### config.mk
export PLATFORM = sky130hd
export DESIGN_NAME = usb_tx_crc16_seq_flat
export DESIGN_NICKNAME = d
export VERILOG_FILES = /design/src/rtl/usb_tx_crc16_seq_if.sv /design/src/rtl/usb_tx_crc16_seq.sv /design/src/flat_wrapper.sv
export SDC_FILE = /design/constraint.sdc
export NUM_CORES = 1
export LEC_CHECK = 0
export CORE_ASPECT_RATIO = 0.8
export CORE_MARGIN = 10
export CORE_UTILIZATION = 50
export CTS_CLUSTER_DIAMETER = 80
export DETAILED_ROUTE_END_ITERATION = 16
export PLACE_DENSITY = 0.7
export SLEW_MARGIN = 20
export SYNTH_ARGS = -nofsm -noshare
export SYNTH_HDL_FRONTEND = slang
export SYNTH_SLANG_ARGS = --single-unit
### constraint.sdc
create_clock -name clk -period 5.97 [get_ports clk]
set_clock_uncertainty 0.1 [all_clocks]
set_input_delay 1.194 -clock clk [delete_from_list [all_inputs] [get_ports clk]]
set_output_delay 1.194 -clock clk [all_outputs]
set_load 0.05 [all_outputs]
### src/rtl/usb_tx_crc16_seq_if.sv
// Byte-stream bundle between the endpoint TX buffer, the CRC16 sequencer and the serializer.
// The master drives payload in and accepts bytes out; the slave is the sequencer.
interface usb_tx_crc16_seq_if;
    logic [7:0] in_data;
    logic       in_valid;
    logic       in_last;
    logic       in_ready;
    logic [7:0] out_data;
    logic       out_valid;
    logic       out_last;
    logic       out_ready;

    modport master (
        output in_data, in_valid, in_last, out_ready,
        input  in_ready, out_data, out_valid, out_last
    );

    modport slave (
        input  in_data, in_valid, in_last, out_ready,
        output in_ready, out_data, out_valid, out_last
    );
endinterface

### src/rtl/usb_tx_crc16_seq.sv
// USB DATAx transmit sequencer: forwards payload bytes while running a bit-serial CRC16,
// then appends the two inverted, bit-reversed CRC bytes at end of packet.
module usb_tx_crc16_seq #(
    parameter int MAX_BYTES = 1023,
    parameter int CNT_W     = 10
) (
    input  logic                 clk,
    input  logic                 rst_n,
    input  logic                 start_i,
    input  logic                 start_zlp_i,
    input  logic                 abort_i,
    usb_tx_crc16_seq_if.slave    bus,
    output logic                 busy_o,
    output logic [CNT_W-1:0]     byte_count_o,
    output logic                 overflow_o
);

    typedef enum logic [2:0] {IDLE, LOAD, SHIFT, EMIT, CRC_LO, CRC_HI} state_t;

    state_t             state_q, state_d;
    logic [15:0]        crc_q, crc_d;
    logic [7:0]         byte_q, byte_d;
    logic               last_q, last_d;
    logic [CNT_W-1:0]   cnt_q, cnt_d;
    logic [2:0]         bit_q, bit_d;
    logic [7:0]         out_data_q, out_data_d;
    logic               out_valid_q, out_valid_d;
    logic               out_last_q, out_last_d;
    logic               in_ready_q, in_ready_d;
    logic               busy_q, busy_d;
    logic               overflow_q, overflow_d;
    logic               fb;
    logic               at_max_q;

    function automatic logic [7:0] bitrev8(input logic [7:0] v);
        logic [7:0] r;
        for (int i = 0; i < 8; i++) r[i] = v[7-i];
        return r;
    endfunction

    assign at_max_q = (cnt_q == CNT_W'(MAX_BYTES));
    assign fb       = byte_q[bit_q] ^ crc_q[15];

    always_comb begin
        state_d    = state_q;
        crc_d      = crc_q;
        byte_d     = byte_q;
        last_d     = last_q;
        cnt_d      = cnt_q;
        bit_d      = bit_q;
        overflow_d = 1'b0;

        case (state_q)
            IDLE: begin
                if (start_zlp_i) begin
                    state_d = CRC_LO;
                    crc_d   = 16'hFFFF;
                    cnt_d   = '0;
                end else if (start_i) begin
                    state_d = LOAD;
                    crc_d   = 16'hFFFF;
                    cnt_d   = '0;
                end
            end
            LOAD: begin
                if (bus.in_valid && at_max_q) begin
                    overflow_d = 1'b1;
                    state_d    = IDLE;
                end else if (bus.in_valid && in_ready_q) begin
                    byte_d  = bus.in_data;
                    last_d  = bus.in_last;
                    cnt_d   = cnt_q + CNT_W'(1);
                    bit_d   = 3'd0;
                    state_d = SHIFT;
                end
            end
            SHIFT: begin
                // One LFSR step of x^16+x^15+x^2+1, payload bit fed LSB-first
                crc_d[0]    = fb;
                crc_d[1]    = crc_q[0];
                crc_d[2]    = crc_q[1] ^ fb;
                crc_d[14:3] = crc_q[13:2];
                crc_d[15]   = crc_q[14] ^ fb;
                bit_d       = bit_q + 3'd1;
                if (bit_q == 3'd7) state_d = EMIT;
            end
            EMIT: begin
                if (bus.out_ready) state_d = last_q ? CRC_LO : LOAD;
            end
            CRC_LO: begin
                if (bus.out_ready) state_d = CRC_HI;
            end
            CRC_HI: begin
                if (bus.out_ready) state_d = IDLE;
            end
            default: state_d = IDLE;
        endcase

        if (abort_i) begin
            state_d    = IDLE;
            crc_d      = 16'hFFFF;
            cnt_d      = '0;
            bit_d      = 3'd0;
            overflow_d = 1'b0;
        end

        // Outputs are derived from the next state so they register in step with it
        out_data_d  = 8'h00;
        out_valid_d = 1'b0;
        out_last_d  = 1'b0;
        case (state_d)
            EMIT: begin
                out_valid_d = 1'b1;
                out_data_d  = byte_d;
            end
            CRC_LO: begin
                out_valid_d = 1'b1;
                out_data_d  = ~bitrev8(crc_d[15:8]);
            end
            CRC_HI: begin
                out_valid_d = 1'b1;
                out_last_d  = 1'b1;
                out_data_d  = ~bitrev8(crc_d[7:0]);
            end
            default: ;
        endcase
        in_ready_d = (state_d == LOAD) && (cnt_d != CNT_W'(MAX_BYTES));
        busy_d     = (state_d != IDLE);
    end

    always_ff @(posedge clk or negedge rst_n) begin
        if (!rst_n) begin
            state_q     <= IDLE;
            crc_q       <= 16'hFFFF;
            byte_q      <= 8'h00;
            last_q      <= 1'b0;
            cnt_q       <= '0;
            bit_q       <= 3'd0;
            out_data_q  <= 8'h00;
            out_valid_q <= 1'b0;
            out_last_q  <= 1'b0;
            in_ready_q  <= 1'b0;
            busy_q      <= 1'b0;
            overflow_q  <= 1'b0;
        end else begin
            state_q     <= state_d;
            crc_q       <= crc_d;
            byte_q      <= byte_d;
            last_q      <= last_d;
            cnt_q       <= cnt_d;
            bit_q       <= bit_d;
            out_data_q  <= out_data_d;
            out_valid_q <= out_valid_d;
            out_last_q  <= out_last_d;
            in_ready_q  <= in_ready_d;
            busy_q      <= busy_d;
            overflow_q  <= overflow_d;
        end
    end

    assign bus.in_ready  = in_ready_q;
    assign bus.out_data  = out_data_q;
    assign bus.out_valid = out_valid_q;
    assign bus.out_last  = out_last_q;
    assign busy_o        = busy_q;
    assign byte_count_o  = cnt_q;
    assign overflow_o    = overflow_q;

endmodule

### src/flat_wrapper.sv
// flat-port wrapper written by rule: the top's interface ports become plain ports
module usb_tx_crc16_seq_flat 
#(
    parameter int MAX_BYTES = 1023,
    parameter int CNT_W     = 10
)
  (clk, rst_n, start_i, start_zlp_i, abort_i, busy_o, byte_count_o, overflow_o, bus_in_data, bus_in_valid, bus_in_last, bus_out_ready, bus_in_ready, bus_out_data, bus_out_valid, bus_out_last);
  usb_tx_crc16_seq_if bus_i ();
  input  logic clk;
  input  logic rst_n;
  input  logic start_i;
  input  logic start_zlp_i;
  input  logic abort_i;
  output logic busy_o;
  output logic [CNT_W-1:0] byte_count_o;
  output logic overflow_o;
  input wire logic [$bits(bus_i.in_data)-1:0] bus_in_data;
  input wire logic [$bits(bus_i.in_valid)-1:0] bus_in_valid;
  input wire logic [$bits(bus_i.in_last)-1:0] bus_in_last;
  input wire logic [$bits(bus_i.out_ready)-1:0] bus_out_ready;
  output wire logic [$bits(bus_i.in_ready)-1:0] bus_in_ready;
  output wire logic [$bits(bus_i.out_data)-1:0] bus_out_data;
  output wire logic [$bits(bus_i.out_valid)-1:0] bus_out_valid;
  output wire logic [$bits(bus_i.out_last)-1:0] bus_out_last;
  assign bus_i.in_data = bus_in_data;
  assign bus_i.in_valid = bus_in_valid;
  assign bus_i.in_last = bus_in_last;
  assign bus_i.out_ready = bus_out_ready;
  assign bus_in_ready = bus_i.in_ready;
  assign bus_out_data = bus_i.out_data;
  assign bus_out_valid = bus_i.out_valid;
  assign bus_out_last = bus_i.out_last;
  usb_tx_crc16_seq #(.MAX_BYTES(MAX_BYTES), .CNT_W(CNT_W)) u_core (.clk(clk), .rst_n(rst_n), .start_i(start_i), .start_zlp_i(start_zlp_i), .abort_i(abort_i), .bus(bus_i), .busy_o(busy_o), .byte_count_o(byte_count_o), .overflow_o(overflow_o));
endmodule
==> results.md, run 1 <==
* Status: finished, final reports clean
* Post-Synth Simple-Gate Area at 22.3%
* Clock Latency Late Sink at 0.30 ns
* Nets at 348
* Hold WS at 0.417 ns
* DRT antenna net count at 0
* Post-CTS setup buffer count at 0
* Peak Freq at 0.289 GHz
* Tmin final at 3.46 ns
* Arr. time, crit path at 3.56 ns
* H-tree Lvls at 2
* Critical Path Sink Type: flop
* Mux contribution to synthesized area at 5.46%
* Top FF cell, synth: dfrtp_1
* RSZ-0062 raised after global routing: no
* Vias per cell at 5.75
* Commonest non-fill, non-tap cells in the layout: 40 x nand2_1, 38 x dfrtp_1, 37 x clkdlybuf4s50_1
* GRT Util Overall at 16.2%
* DR vias at 2344
* Initial antenna violation count at 0
* Post-synthesis sequential area ratio at 47.1%
* Layout fillers at 470
* Starting Density at 52.4%
* Syn_area_per_cell at 9.71 µm²
* Netlist Area Pre-Place at 0.00291 mm²
* EDFF count, synth at 0
* Core area at 0.00556 mm²
* Die extent in x at 105 µm
* Vias in the first global route at 2310
* Max_cap viols at 0
* Max-slew headroom at 40.0%
* # DRC at 0
* Clk slew on worst S/H paths at 0.10 ns
* Total CTS buffers at 5
* Port Buf Inserts at 38
* CTS Buffer Depth at 2
* Largest family of logic cells by synthesized area: simple AND/OR/NAND/NOR gates
* Fin. max-slew vios at 0
* Root buffer selected by CTS: clkbuf_8
* I/O Pins at 39
* PD cells at 233 mW/mm²
* Library cells used by synthesis at 63
* CTS tree: yes
* Hold Vio Cnt, Final at 0
* Crit path kind: primary input to flop
* DP HPWL at 5.51 mm
* Adder-Cell Fraction of Synth Area at 1.29%
* CTS Sinks at 54
* DR pass1 iterations at 4
* Max IR drop VDD at 0.000140 V
* Final Core Density at 61.5%
* Worst setup SP type: primary input
* GPL Wtd Cong at 0.891
* Rows at 24
* Area after DPL at 0.00330 mm²
* Syn nets at 319
* Cells after Synth at 300
* Largest net degree at the start of global routing at 55
* Async SR Flop Fraction at 100%
* Routed length per instance at 18.1 µm
* Final worst-path cycle share at 57.9%
* Final setup vio count at 0
* Post-Synth XOR/XNOR Area at 2.10%
* Share of layout cells above drive strength 1 at 13.3%
* Die area at 0.00930 mm²
* Synth Warn # at 0
* Grt ovf at 0
* DIE HEIGHT at 88.3 µm
* Hold-fix buffers at CTS at 0
* Area grow syn2layout at 17.2%
* Fin Setup TNS at 0 ns
* Initial DRC count at 130
* Slew @ Worst Pin at 0.898 ns
* Lkg Pwr at 1.47 nW
* Hold WC Path Type: flop to flop
* Resize count post-CTS at 0
* # diodes at 0
* Req. time, crit path at 6.07 ns
* Synth Area in Compound Gates at 16.8%
* Synthesized flop and latch total at 54
* Critical path peak fanout at 11
* Commonest non-fill, non-tap cell in the layout: nand2_1
* Finished Cell Area at 0.00341 mm²
* First-pass GRT wire length at 12.2 mm
* Routed WL at 7.40 mm
==> layer usage <==
layer | vias to the layer above | track usage, % | part of all wire [%]
met5 | - | 0 | 0
met4 | 0 | 3.61 | 0.73
met3 | 7 | 3.85 | 6.7
met2 | 69 | 22.0 | 39
met1 | 1139 | 25.1 | 54
li1 | 1129 | - | -
==> power breakdown <==
group | internal, mW | leakage (nW) | switching, mW | total, mW
Clock | 0.125 | 0.0514 | 0.116 | 0.241
Combinational | 0.0540 | 0.728 | 0.0926 | 0.147
Sequential | 0.388 | 0.689 | 0.0189 | 0.407
==> worst paths after layout <==
check	cells past startpoint	end	start	slack (ns)
max in group asynchronous	2	u_core.bit_q[1]$_DFFE_PN0P_	rst_n	4.41
min reg2reg	1	u_core.last_q$_DFFE_PN0P_	u_core.last_q$_DFFE_PN0P_	0.42
min in group asynchronous	2	u_core.byte_count_o[4]$_DFF_PN0_	rst_n	0.89
max reg2reg	7	u_core.bus.out_data[7]$_DFF_PN0_	u_core.byte_count_o[0]$_DFF_PN0_	3.19
min	1	u_core.last_q$_DFFE_PN0P_	u_core.last_q$_DFFE_PN0P_	0.42
max	7	u_core.bus.out_data[7]$_DFF_PN0_	bus_in_valid	2.51
==> registers in the layout (all words and copies together), names as in the netlist <==
signal                flops
u_core.byte_count_o      10
u_core.busy_o             1
u_core.bus.out_valid      1
u_core.crc_q             16
u_core.bus.out_data       8
u_core.bus.in_ready       1
u_core.state_q            3
u_core.bit_q              3
u_core.byte_q             8
u_core.bus.out_last       1
u_core.last_q             1
u_core.overflow_o         1
==> area by class of cell <==
class                           instances  area (µm²)  share of cell area (%)
Clock inverter                          2        37.5                    1.10
Timing Repair Buffer                   39         383                    11.2
Tap cell                               78        97.6                    2.86
Sequential cell                        54        1370                    40.2
Multi-Input combinational cell        214        1400                    40.9
Inverter                               15        56.3                    1.65
Clock buffer                            6        72.6                    2.13
==> per-stage QoR <==
| stage | power, mW | cells | setup slack [ns] |
|---|---|---|---|
| 5_1_grt | 0.835 | 408 | 2.39 |
| 3_3_place_gp | 0.558 | 400 | 2.24 |
| 2_1_floorplan | 0.512 | 300 | 3.37 |
| 4_1_cts | 0.802 | 408 | 2.55 |
| 3_5_place_dp | 0.558 | 400 | 2.22 |
| 6_report | 0.794 | 408 | 2.51 |
==> cells in the mapped netlist, drive strengths merged (3+ instances only) <==
cell	count	area share, %
nand2	40	5.2
dfrtp	38	33
nor2	21	2.8
nand3	18	3.1
dfstp	16	14
nor3	16	2.7
inv	15	1.9
a21oi	12	2.4
buf	11	2.4
mux2i	9	3.5
a21o	8	2.1
o22ai	8	1.7
clkbuf	6	0.77
nand4	6	1.8
o21ai	6	1.0
a311oi	5	1.7
or2	5	1.1
xnor2	5	1.5
a31oi	4	1.4
nand2b	4	0.86
or3	4	0.86
ha	3	1.3
==> kinds of logic after synthesis <==
kind of cell    after synthesis
xor+xnor                      7
fa+ha+maj                     3
compound gates               65
simple gates                127
mux                          12
buf+inv                      32
flops                        54
==> worst max-delay path, cell delays in order <==
cell and delay [ns]:
clkdlybuf4s50_1 0.65, nand2_1 0.20, a31o_2 0.29, nor2_2 0.54, mux2i_1 0.34, o32ai_1 0.13, a21o_1 0.21
Power figures use the tool's default switching activity.
==> run 2, diff against run 1 <==
--- a/config.mk
+++ b/config.mk
@@ -10,7 +10,7 @@
 export CORE_UTILIZATION = 50
 export CTS_CLUSTER_DIAMETER = 80
 export DETAILED_ROUTE_END_ITERATION = 16
-export PLACE_DENSITY = 0.7
+export PLACE_DENSITY = 0.72
 export SLEW_MARGIN = 20
 export SYNTH_ARGS = -nofsm -noshare
 export SYNTH_HDL_FRONTEND = slang
==> constraint.sdc (replaced) <==
create_clock -name clk -period 2.9 [get_ports clk]
set_clock_uncertainty 0.1 [all_clocks]
set_input_delay 0.58 -clock clk [delete_from_list [all_inputs] [get_ports clk]]
set_output_delay 0.58 -clock clk [all_outputs]
set_load 0.05 [all_outputs]
==> run 2 against run 1 <==
  * Critical path type unchanged
  * Setup slack got worse by 2.2 ns
  * Highest routed layer unchanged
  * First-iteration DRC count grew 71%
  * Largest power group unchanged
  * Routed wire length rose by 8.2%
==> results.md, run 2 (synthesis results as in run 1) <==
* Slew @ Worst Pin at 0.670 ns
* Finished Cell Area at 0.00355 mm²
* Worst setup SP type: primary input
* PD cells at 460 mW/mm²
* Worst reg2reg endpoint: u_core.bus.in_ready$_DFF_PN0_
* R2R cell count at 6
* Arr. time, crit path at 2.65 ns
* First-pass GRT wire length at 12.8 mm
* Commonest non-fill, non-tap cell in the layout: nand2_1
* Tmin final at 2.59 ns
* DP HPWL at 6.09 mm
* Max_cap viols at 0
* Largest net degree at the start of global routing at 55
* Peak Freq at 0.386 GHz
* CTS tree: yes
* Starting Density at 52.4%
* Status: finished, final reports clean
* Commonest non-fill, non-tap cells in the layout: 40 x nand2_1, 38 x dfrtp_1, 37 x clkdlybuf4s50_1
* Rows at 24
* CTS Sinks at 54
* Initial DRC count at 222
* Core area at 0.00556 mm²
* Nets at 366
* Max IR drop VDD at 0.000307 V
* Max-slew headroom at 55.3%
* Grt ovf at 0
* Final worst-path cycle share at 89.4%
* Reg2Reg Setup Slack at 0.35 ns
* Clock Latency Late Sink at 0.31 ns
* DR top layer: met4
* # diodes at 0
* DIE HEIGHT at 88.3 µm
* I/O Pins at 39
* Final non-filler cell total at 426
* Post-CTS setup buffer count at 0
* Critical Path Sink Type: flop
* RSZ-0062 raised after global routing: no
* DR vias at 2489
* Vias in the first global route at 2365
* FF-to-FF Start: u_core.state_q[2]$_DFF_PN0_
* CTS Buffer Depth at 2
* Metal3 WL at 613 µm
* H-tree Lvls at 2
* Area grow syn2layout at 21.8%
* Share of layout cells above drive strength 1 at 17.8%
* Hold WC Path Type: primary input to asynchronous set/reset pin
* Lkg Pwr at 1.56 nW
* Initial antenna violation count at 0
* Met2 routed wirelength at 3.27 mm
* DR pass1 iterations at 4
* Root buffer selected by CTS: clkbuf_8
* GPL Wtd Cong at 0.914
* Routed WL at 8.01 mm
* Vias per cell at 5.84
* Max reg flops at 16
* Met1 Wirelength at 4.08 mm
* Resize count post-CTS at 0
* # DRC at 0
* Req. time, crit path at 2.95 ns
* Reg with most FFs: u_core.crc_q
* Pwr Total at 1.63 mW
* Clk slew on worst S/H paths at 0.10 ns
* Fin. max-slew vios at 0
* Routed length per instance at 18.8 µm
* Fin Setup TNS at 0 ns
* Die area at 0.00930 mm²
* Final Core Density at 63.9%
* Hold-fix buffers at CTS at 0
* Area after DPL at 0.00345 mm²
* Die extent in x at 105 µm
* Dpl cells at 418
* Final setup vio count at 0
* Hold Vio Cnt, Final at 0
* DRT antenna net count at 0
* Critical path peak fanout at 8
* GRT Util Overall at 17.2%
* Crit path kind: primary input to flop
* Port Buf Inserts at 38
* Total CTS buffers at 5
==> run 2: cell count changes in the layout (fill, tap and decap cells not counted), sizes merged <==
| cell | delta |
|---|---|
| buf | +18 |
| inv | +1 |
| bufinv | -1 |
==> run 2: per-stage QoR <==
stage	setup slack [ns]	hold WS, ns
global route	0.211	0.320
finish	0.308	0.275
CTS	0.339	0.313
global placement	0.0632	0.390
detailed placement	0.0238	0.404
floorplan	0.426	0.184
==> run 2: layout make-up <==
| cell class | count | area [µm²] |
|---|---|---|
| flip-flops and latches | 54 | 1370 |
| inverters | 15 | 56.3 |
| well taps | 78 | 97.6 |
| multi-input cells | 214 | 1390 |
| repair buffers | 57 | 531 |
| clock inverters | 2 | 16.3 |
| clock buffers | 6 | 82.6 |
| fillers | 481 | 2010 |
==> run 2: routing by layer <==
| layer | GRT usage, % | up-vias |
|---|---|---|
| li1 | - | 1171 |
| met1 | 26.1 | 1218 |
| met2 | 23.4 | 96 |
| met3 | 5.16 | 4 |
| met4 | 2.61 | 0 |
| met5 | 0 | - |
==> run 2: worst max path at each step <==
stage                                     start                          endpoint  slack, ns  cells after the start
2_1_floorplan  u_core.byte_count_o[0]$_DFF_PN0_  u_core.bus.out_data[7]$_DFF_PN0_       0.43                      9
3_3_place_gp                       bus_in_valid     u_core.bus.in_ready$_DFF_PN0_       0.06                      7
3_5_place_dp                       bus_in_valid     u_core.bus.in_ready$_DFF_PN0_       0.02                      7
4_1_cts                            bus_in_valid     u_core.bus.in_ready$_DFF_PN0_       0.34                      7
5_1_grt                            bus_in_valid  u_core.bus.out_data[0]$_DFF_PN0_       0.21                      8
6_report                           bus_in_valid     u_core.bus.in_ready$_DFF_PN0_       0.31                      7
==> run 2: worst max-delay path, cell delays in order <==
cell and delay [ns]:
clkdlybuf4s50_1 0.66, nand4_4 0.22, o41a_1 0.43, a31oi_1 0.25, o22ai_1 0.15, nor4_2 0.21
a31oi_1 0.14
==> run 2: where the power goes <==
group	internal (mW)	total [mW]	switching, mW
Sequential	0.798	0.828	0.0304
Clock	0.197	0.453	0.256
Combinational	0.139	0.351	0.212
Total	1.13	1.63	0.498
